[config.mk]
export PLATFORM = sky130hd
export DESIGN_NAME = dcache_refill
export DESIGN_NICKNAME = d
export VERILOG_FILES = /design/src/rtl/dcache_refill.sv
export SDC_FILE = /design/constraint.sdc
export NUM_CORES = 1
export LEC_CHECK = 0
export ABC_AREA = 1
export CAP_MARGIN = 20
export CORE_MARGIN = 4
export CORE_UTILIZATION = 42
export DETAILED_ROUTE_END_ITERATION = 8
export PLACE_DENSITY = 0.89
export SYNTH_ARGS = -nofsm -noshare
export SYNTH_HDL_FRONTEND = slang
export SYNTH_SLANG_ARGS = --single-unit
[constraint.sdc]
create_clock -name clk -period 1.9 [get_ports clk]
set_clock_uncertainty 0.2 [all_clocks]
set_input_delay 0.19 -clock clk [delete_from_list [all_inputs] [get_ports clk]]
set_output_delay 0.19 -clock clk [all_outputs]
set_load 0.01 [all_outputs]
[src/rtl/dcache_refill.sv]
// dcache_refill: line-refill engine for the 1 KB direct-mapped data cache
// (64 lines x 16 bytes, two 64-bit quadwords per line, tag in addr[31:10]).
//
// A miss reported in E1 is latched in IDLE. A line read is requested from the
// memory port, the two returning beats are written into the cache through the
// write_*_xx port, and the pipeline is stalled (refill_busy) until the engine
// returns to IDLE. An invalidate that hits the line being filled suppresses the
// remaining cache writes, but beats are still consumed and the pulses still fire.
//
// Optional feature: define DC_CRITICAL_WORD_FIRST_EN to request the missed
// quadword first (mem_addr[3] = miss addr[3]); otherwise quadword 0 comes first.
//
// Ports:
//   clk, reset          core clock, synchronous active-high reset
//   dc_miss_e1          miss strobe (only accepted in IDLE)
//   dc_addr_e1          miss address
//   inv_en_e1           line invalidate strobe
//   inv_index_e1        invalidated line index (addr[9:4])
//   mem_req/mem_addr    line read request, held until mem_ack
//   mem_ack             request accepted
//   mem_rvalid/rdata    returning 64-bit read beats
//   write_xx            cache write strobe
//   write_addr_xx       quadword-aligned cache write address
//   write_data_xx       cache write data
//   write_be_xx         byte enables (8'hFF with every write)
//   refill_busy         pipeline stall, high in every non-IDLE state
//   crit_valid/data     one-cycle pulse carrying the missed quadword
//   refill_done         one-cycle pulse when the refill finishes

`ifndef VA_BITS
`define VA_BITS 32
`endif

module dcache_refill (
    input  logic                clk,
    input  logic                reset,
    input  logic                dc_miss_e1,
    input  logic [`VA_BITS-1:0] dc_addr_e1,
    input  logic                inv_en_e1,
    input  logic [9:4]          inv_index_e1,
    output logic                mem_req,
    output logic [`VA_BITS-1:0] mem_addr,
    input  logic                mem_ack,
    input  logic                mem_rvalid,
    input  logic [63:0]         mem_rdata,
    output logic                write_xx,
    output logic [`VA_BITS-1:0] write_addr_xx,
    output logic [63:0]         write_data_xx,
    output logic [7:0]          write_be_xx,
    output logic                refill_busy,
    output logic                crit_valid,
    output logic [63:0]         crit_data,
    output logic                refill_done
);

    typedef enum logic [2:0] {
        StIdle,
        StReq,
        StBeat0,
        StBeat1,
        StDone
    } state_e;

    state_e                  state_q;
    logic [`VA_BITS-1:4]     line_q;       // line address of the refill
    logic                    miss_qw_q;    // quadword that actually missed
    logic                    first_qw_q;   // quadword returned by the first beat
    logic                    kill_q;       // line invalidated mid-fill

    logic                    mem_req_q;
    logic [`VA_BITS-1:0]     mem_addr_q;
    logic                    write_q;
    logic [`VA_BITS-1:0]     write_addr_q;
    logic [63:0]             write_data_q;
    logic [7:0]              write_be_q;
    logic                    busy_q;
    logic                    crit_valid_q;
    logic [63:0]             crit_data_q;
    logic                    done_q;

    logic                    inv_hit;
    logic                    kill_d;
    logic                    miss_first_qw;
    logic                    beat_take;
    logic                    beat_qw;

    // Byte offset within the quadword never matters to a line refill.
    logic unused_addr_bits;
    assign unused_addr_bits = ^dc_addr_e1[2:0];

    always_comb begin
        inv_hit   = 1'b0;
        kill_d    = kill_q;
        beat_take = 1'b0;
        beat_qw   = 1'b0;

        inv_hit = inv_en_e1 && (inv_index_e1 == line_q[9:4]) && (state_q != StIdle);
        // A hit in the same cycle as a beat already kills that beat's write.
        kill_d  = kill_q | inv_hit;

        beat_take = mem_rvalid && ((state_q == StBeat0) || (state_q == StBeat1));
        // Second beat carries the other quadword of the line (wrap order).
        beat_qw   = first_qw_q ^ (state_q == StBeat1);
    end

`ifdef DC_CRITICAL_WORD_FIRST_EN
    assign miss_first_qw = dc_addr_e1[3];
`else
    assign miss_first_qw = 1'b0;
`endif

    always_ff @(posedge clk) begin
        if (reset) begin
            state_q      <= StIdle;
            line_q       <= '0;
            miss_qw_q    <= 1'b0;
            first_qw_q   <= 1'b0;
            kill_q       <= 1'b0;
            mem_req_q    <= 1'b0;
            mem_addr_q   <= '0;
            write_q      <= 1'b0;
            write_addr_q <= '0;
            write_data_q <= '0;
            write_be_q   <= 8'h00;
            busy_q       <= 1'b0;
            crit_valid_q <= 1'b0;
            crit_data_q  <= '0;
            done_q       <= 1'b0;
        end else begin
            // Pulses default low every cycle.
            write_q      <= 1'b0;
            write_be_q   <= 8'h00;
            crit_valid_q <= 1'b0;
            done_q       <= 1'b0;
            kill_q       <= kill_d;

            if (beat_take) begin
                write_q      <= ~kill_d;
                write_be_q   <= kill_d ? 8'h00 : 8'hFF;
                write_addr_q <= {line_q, beat_qw, 3'b000};
                write_data_q <= mem_rdata;
                // Critical word is reported even when its write is killed.
                if (beat_qw == miss_qw_q) begin
                    crit_valid_q <= 1'b1;
                    crit_data_q  <= mem_rdata;
                end
            end

            unique case (state_q)
                StIdle: begin
                    kill_q <= 1'b0;
                    if (dc_miss_e1) begin
                        line_q     <= dc_addr_e1[`VA_BITS-1:4];
                        miss_qw_q  <= dc_addr_e1[3];
                        first_qw_q <= miss_first_qw;
                        mem_addr_q <= {dc_addr_e1[`VA_BITS-1:4], miss_first_qw, 3'b000};
                        mem_req_q  <= 1'b1;
                        busy_q     <= 1'b1;
                        state_q    <= StReq;
                    end
                end
                StReq: begin
                    if (mem_ack) begin
                        mem_req_q <= 1'b0;
                        state_q   <= StBeat0;
                    end
                end
                StBeat0: begin
                    if (mem_rvalid) begin
                        state_q <= StBeat1;
                    end
                end
                StBeat1: begin
                    if (mem_rvalid) begin
                        done_q  <= 1'b1;
                        state_q <= StDone;
                    end
                end
                StDone: begin
                    busy_q  <= 1'b0;
                    kill_q  <= 1'b0;
                    state_q <= StIdle;
                end
                default: begin
                    busy_q    <= 1'b0;
                    mem_req_q <= 1'b0;
                    kill_q    <= 1'b0;
                    state_q   <= StIdle;
                end
            endcase
        end
    end

    assign mem_req       = mem_req_q;
    assign mem_addr      = mem_addr_q;
    assign write_xx      = write_q;
    assign write_addr_xx = write_addr_q;
    assign write_data_xx = write_data_q;
    assign write_be_xx   = write_be_q;
    assign refill_busy   = busy_q;
    assign crit_valid    = crit_valid_q;
    assign crit_data     = crit_data_q;
    assign refill_done   = done_q;

endmodule

==> results.yml, run 1 <==
floorplanning:
  ios: 313
  core-area_sq_mm: 0.0166
  dieArea_sq_mm: 0.0190
  start_util: 0.428
  rows: 47
  dieWidth_um: 138
  fp.dieH_um: 138
cts:
  cts_tree: "done"
  hold_buffers: 0
  cts.sinks: 195
  worstSkewPairLatency_ns: 0.41
  cts_buffers: 17
  cts_setup_buffers: 0
  cts_buffer_depth: 2
  h-tree-depth: 4
  cts_root_buffer: "clkbuf_16"
  cts.clk_slew.worst_paths_ns: 0.07
global_routing:
  grt_use_met1: 0.248
  grt_overflow: 0
  grt_max_degree: 68
  grt_pass1_wl_mm: 33.4
  met2_usage: 0.380
  busiest_layer: "met2"
  antenna_found_initial: 1
  grt_pass1_vias: 6593
  grt_use_met3: 0.0871
  grt_usage: 0.220
logic_synthesis:
  muxShareOfSynthArea: 0
  synth_fa_ha_area_frac: 0
  synth_area_per_cell_sq_um: 8.08
  synth-xor-area-share: 0.00124
  syn_inst: 878
  synth_top_family_by_area: "compound AO/OA/AOI/OAI gates"
  yosys.area_share.simple: 0.152
  synth_seq_cells: 195
  synth.distinct_cells: 20
  synth_compound_area_frac: 0.164
  yosysSeqAreaShare: 0.551
  yosysWarningCount: 0
  netlist_area_sq_mm: 0.00709
power_and_ir_drop:
  peakVddDrop_uv: 614
  power.density_mw_per_mm2: 982
  power.leakage_nw: 3.83
layout:
  mostFrequentLayoutCells: "301 x clkdlybuf4s50_1, 194 x dfxtp_1, 132 x inv_1"
  final_nets: 1256
  utilization: 0.657
  final_common_cell: "clkdlybuf4s50_1"
  drive_above_1_share: 0.0551
  diodes: 0
  areaGrowthSynthToFinish_pct: 53.7
worst_setup_path:
  crit_path_start: "write_be_xx[6]"
  rr_worst_depth: 7
  cp-end-kind: "output pin"
  cp.required_ns: 1.51
  cp_max_fo: 9
  cp_slowest_cell: "clkdlybuf4s50_1"
  r2r_start: "state_q[2]"
  crit_buf_inv: 1
  crit_chain: "clkdlybuf4s50_1"
  start_kind: "register"
  critical_path.top_delay_family: "buffers and inverters"
  crit_arrival_ns: 1.39
  critical_path_class: "register to output pin"
  crit_path_max_incr_delay_ns: 0.57
  cp.depth: 1
placement:
  post-dp-hpwl_mm: 15.4
  pre_cts_ws_ns: 0.00316
  gp_congestion: 0.797
  port_buffers: 302
sta:
  final-setup-viol-count: 0
  max_freq_ghz: 0.561
  finalCritPeriodShare: 0.939
  rsz0062_at_grt: "no"
  min_period_ns: 1.78
  slew_viol_final: 0
  relSlewSlack: 0.486
  fin_tns_setup_ns: 0
  whs_ns: 0.0594
  tightestPinTransition_ns: 0.771
  hold_viol_final: 0
  layout_setup_ws_ns: 0.117
hold_path:
  hold_class: "input port to register"
  hold_start: "reset"
  min_delay_path_depth: 4
status:
  status: "complete, no violations"
routing:
  wirelength_mm: 21.8
  firstDrtPassIters: 5
  drt_iter0_markers: 352
  vias_per_cell: 4.94
  routedWlPerCell_um: 15.8
  drcViolationCount: 0
  via_count: 6819
  ant_nets: 0
flow_run:
  maxCapViolations: 0
## flip-flops by register name (all words and copies together), names as in the netlist
name	cells
crit_valid	1
refill_done	1
crit_data	64
refill_busy	1
write_be_xx	1
write_data_xx	64
miss_qw_q	1
mem_req	1
write_addr_xx	29
state_q	3
line_q	28
kill_q	1
## layer usage
metal	wire (um)	part of all wire
met1	8240	0.38
met2	10900	0.50
met3	2070	0.095
met4	537	0.025
met5	7	0.00032
## through the flow
step                      cell area (sq um)  cells  total power, W
after floorplan                        7110    884         0.00592
after global placement                10300   1349         0.00719
after detailed placement              10300   1349         0.00724
after CTS                             10900   1381          0.0108
after global routing                  10900   1381          0.0112
final                                 10900   1381          0.0107
## timing repair
item / CTS / global route
resized for setup: 1 / 0
setup endpoints to repair: 9 / 0
hold endpoints to repair: 0 / 0
## final timing paths
kind	endpoint	slack [ns]
setup / recovery	write_be_xx[0]	0.12
hold / removal	kill_q	0.06
setup reg to reg	write_addr_xx[5]	0.14
hold reg to reg	crit_data[54]	0.26
## report_power, final
group	leakage, nW	internal [W]	total (W)	switching (W)
sequential	1.58	0.00445	0.00466	0.000207
clock	0.283	0.00196	0.00355	0.00159
combinational	1.96	0.00120	0.00249	0.00129
## cell families (layout without fill, tap and decap cells)
kind of cell           after synthesis  after routing
buffers and inverters              214            491
XOR/XNOR                             1              1
other                                1              7
flip-flops                         195            195
AO/OA/AOI/OAI                      224            224
AND/OR/NAND/NOR                    243            243
## synth_stat cells
cell	instances	area share
dfxtp_1	195	0.55
inv_1	132	0.070
nand3_1	131	0.092
a21oi_1	98	0.069
nand2_1	97	0.051
o21ai_0	74	0.052
o22ai_1	29	0.026
buf_2	27	0.019
clkbuf_1	27	0.014
buf_4	25	0.026
o21ai_1	21	0.015
nor2_1	13	0.0069
inv_2	2	0.0011
a211oi_1	1	0.0011
a21boi_0	1	0.0011
buf_1	1	0.00053
conb_1	1	0.00053
nand2_2	1	0.00088
nor2_2	1	0.00088
xnor2_1	1	0.0012
## cell type report
type / instances / area, sq um
clock buffers: 18 / 429
clock inverters: 14 / 150
fillers: 1345 / 5690
inverters: 134 / 503
multi-input cells: 475 / 2300
flip-flops and latches: 195 / 3910
well taps: 220 / 275
repair buffers: 325 / 3330
No activity file was read; power rests on OpenSTA's default activity.
==> inputs of run 2 (changes only) <==
--- a/config.mk
+++ b/config.mk
@@ -10,6 +10,7 @@
 export CORE_MARGIN = 4
 export CORE_UTILIZATION = 42
 export DETAILED_ROUTE_END_ITERATION = 8
+export HOLD_SLACK_MARGIN = 0.12
 export PLACE_DENSITY = 0.89
 export SYNTH_ARGS = -nofsm -noshare
 export SYNTH_HDL_FRONTEND = slang
==> run 2 against run 1 <==
Effect of this change: hold slack improved by 0.11 ns; global-route usage is the same; core utilization grew 0.076 points.
==> results.yml, run 2 (synthesis gave the netlist of run 1 again) <==
routing:
  drcViolationCount: 0
  wirelength_mm: 21.8
  firstDrtPassIters: 4
  vias_per_cell: 4.92
  drt_iter0_markers: 359
  ant_nets: 0
  routedWlPerCell_um: 15.7
  via_count: 6802
worst_setup_path:
  start_kind: "register"
  cp-end-kind: "output pin"
  crit_chain: "clkdlybuf4s50_1"
  critical_path_class: "register to output pin"
  cp_max_fo: 9
  cp.depth: 1
  rr_worst_depth: 7
  crit_path_max_incr_delay_ns: 0.57
  crit_buf_inv: 1
  cp.required_ns: 1.51
  critical_path.top_delay_family: "buffers and inverters"
  cp_slowest_cell: "clkdlybuf4s50_1"
  crit_arrival_ns: 1.39
hold_path:
  min_delay_path_depth: 3
  hold_class: "input port to register"
global_routing:
  grt_use_met1: 0.251
  grt_usage: 0.220
  antenna_found_initial: 1
  grt_overflow: 0
  met2_usage: 0.377
  grt_pass1_vias: 6580
  grt_pass1_wl_mm: 33.4
  grt_max_degree: 68
  grt_use_met3: 0.0860
  busiest_layer: "met2"
placement:
  post-dp-hpwl_mm: 15.4
  gp_congestion: 0.797
  port_buffers: 302
  dpl_cell_area_sq_mm: 0.0103
floorplanning:
  dieWidth_um: 138
  rows: 47
  fp.dieH_um: 138
  core-area_sq_mm: 0.0166
  ios: 313
  start_util: 0.428
  dieArea_sq_mm: 0.0190
layout:
  multi_input_area_sq_mm: 0.00230
  mostFrequentLayoutCells: "301 x clkdlybuf4s50_1, 194 x dfxtp_1, 132 x inv_1"
  final_common_cell: "clkdlybuf4s50_1"
  n_fill_cell: 1345
  final_nets: 1257
  areaGrowthSynthToFinish_pct: 53.8
  design_area_sq_mm: 0.0109
  drive_above_1_share: 0.0551
  layout.area.seq_sq_mm: 0.00391
cts:
  cts_tree: "done"
  h-tree-depth: 4
  cts.clk_slew.worst_paths_ns: 0.07
  cts_buffers: 17
  cts_buffer_depth: 2
  cts.sinks: 195
  worstSkewPairLatency_ns: 0.41
  cts_setup_buffers: 0
  cts_root_buffer: "clkbuf_16"
status:
  status: "complete, no violations"
sta:
  hold_viol_final: 0
  slew_viol_final: 0
  tightestPinTransition_ns: 0.780
  finalCritPeriodShare: 0.939
  fin_tns_setup_ns: 0
  rsz0062_at_grt: "no"
  final-setup-viol-count: 0
  min_period_ns: 1.78
  relSlewSlack: 0.480
  max_freq_ghz: 0.561
power_and_ir_drop:
  peakVddDrop_uv: 615
  power.density_mw_per_mm2: 982
  power.leakage_nw: 3.83
flow_run:
  maxCapViolations: 0
==> run 2: routing by layer <==
metal	vias to the layer above	part of all wire
li1	3376	-
met1	3145	0.39
met2	245	0.50
met3	36	0.091
met4	0	0.025
met5	-	0
==> run 2: layout make-up <==
class | count | area share
antenna | 1 | 0.000229
timing repair buffer | 326 | 0.306
tap | 220 | 0.0252
inverter | 134 | 0.0461
multi-input combinational | 475 | 0.211
clock buffer | 18 | 0.0393
sequential | 195 | 0.358
clock inverter | 14 | 0.0138
==> run 2: report_power, final <==
part | switching (W) | leakage (nW) | internal, W | total, W
sequential | 0.000206 | 1.58 | 0.00445 | 0.00466
combinational | 0.00129 | 1.96 | 0.00120 | 0.00249
clock | 0.00159 | 0.283 | 0.00196 | 0.00355
==> run 2: what timing repair did <==
item                                    in CTS  in global routing
endpoints found under the hold margin       14                  0
gates resized for setup                      1                  0
endpoints found under the setup margin       9                  0
hold buffers                                 1                  0
==> run 2: worst paths after layout <==
path | to | slack, ns | start
hold reg to reg | kill_q | 0.26 | kill_q
setup / recovery | write_be_xx[0] | 0.12 | write_be_xx[6]
hold / removal | line_q[21] | 0.17 | dc_addr_e1[21]
setup reg to reg | write_addr_xx[5] | 0.15 | state_q[2]
==> run 2: stage by stage <==
stage | total power (W) | setup slack (ns) | std cells | hold WS (ns) | util
after floorplan | 0.00592 | 0.460 | 884 | 0.129 | -
final | 0.0107 | 0.116 | 1383 | 0.171 | 0.658
after global placement | 0.00719 | 0.0465 | 1349 | 0.240 | 0.622
after CTS | 0.0108 | 0.0726 | 1382 | 0.150 | 0.658
after global routing | 0.0112 | 0.000809 | 1383 | 0.167 | 0.658
after detailed placement | 0.00724 | 0.00316 | 1349 | 0.250 | 0.622
==> inputs of run 3 (changes only) <==
--- a/config.mk
+++ b/config.mk
@@ -12,6 +12,7 @@
 export DETAILED_ROUTE_END_ITERATION = 8
 export HOLD_SLACK_MARGIN = 0.12
 export PLACE_DENSITY = 0.89
+export SKIP_LAST_GASP = 1
 export SYNTH_ARGS = -nofsm -noshare
 export SYNTH_HDL_FRONTEND = slang
 export SYNTH_SLANG_ARGS = --single-unit
==> results of run 3 <==
Final layout, timing and power as in run 2 (identical DEF).
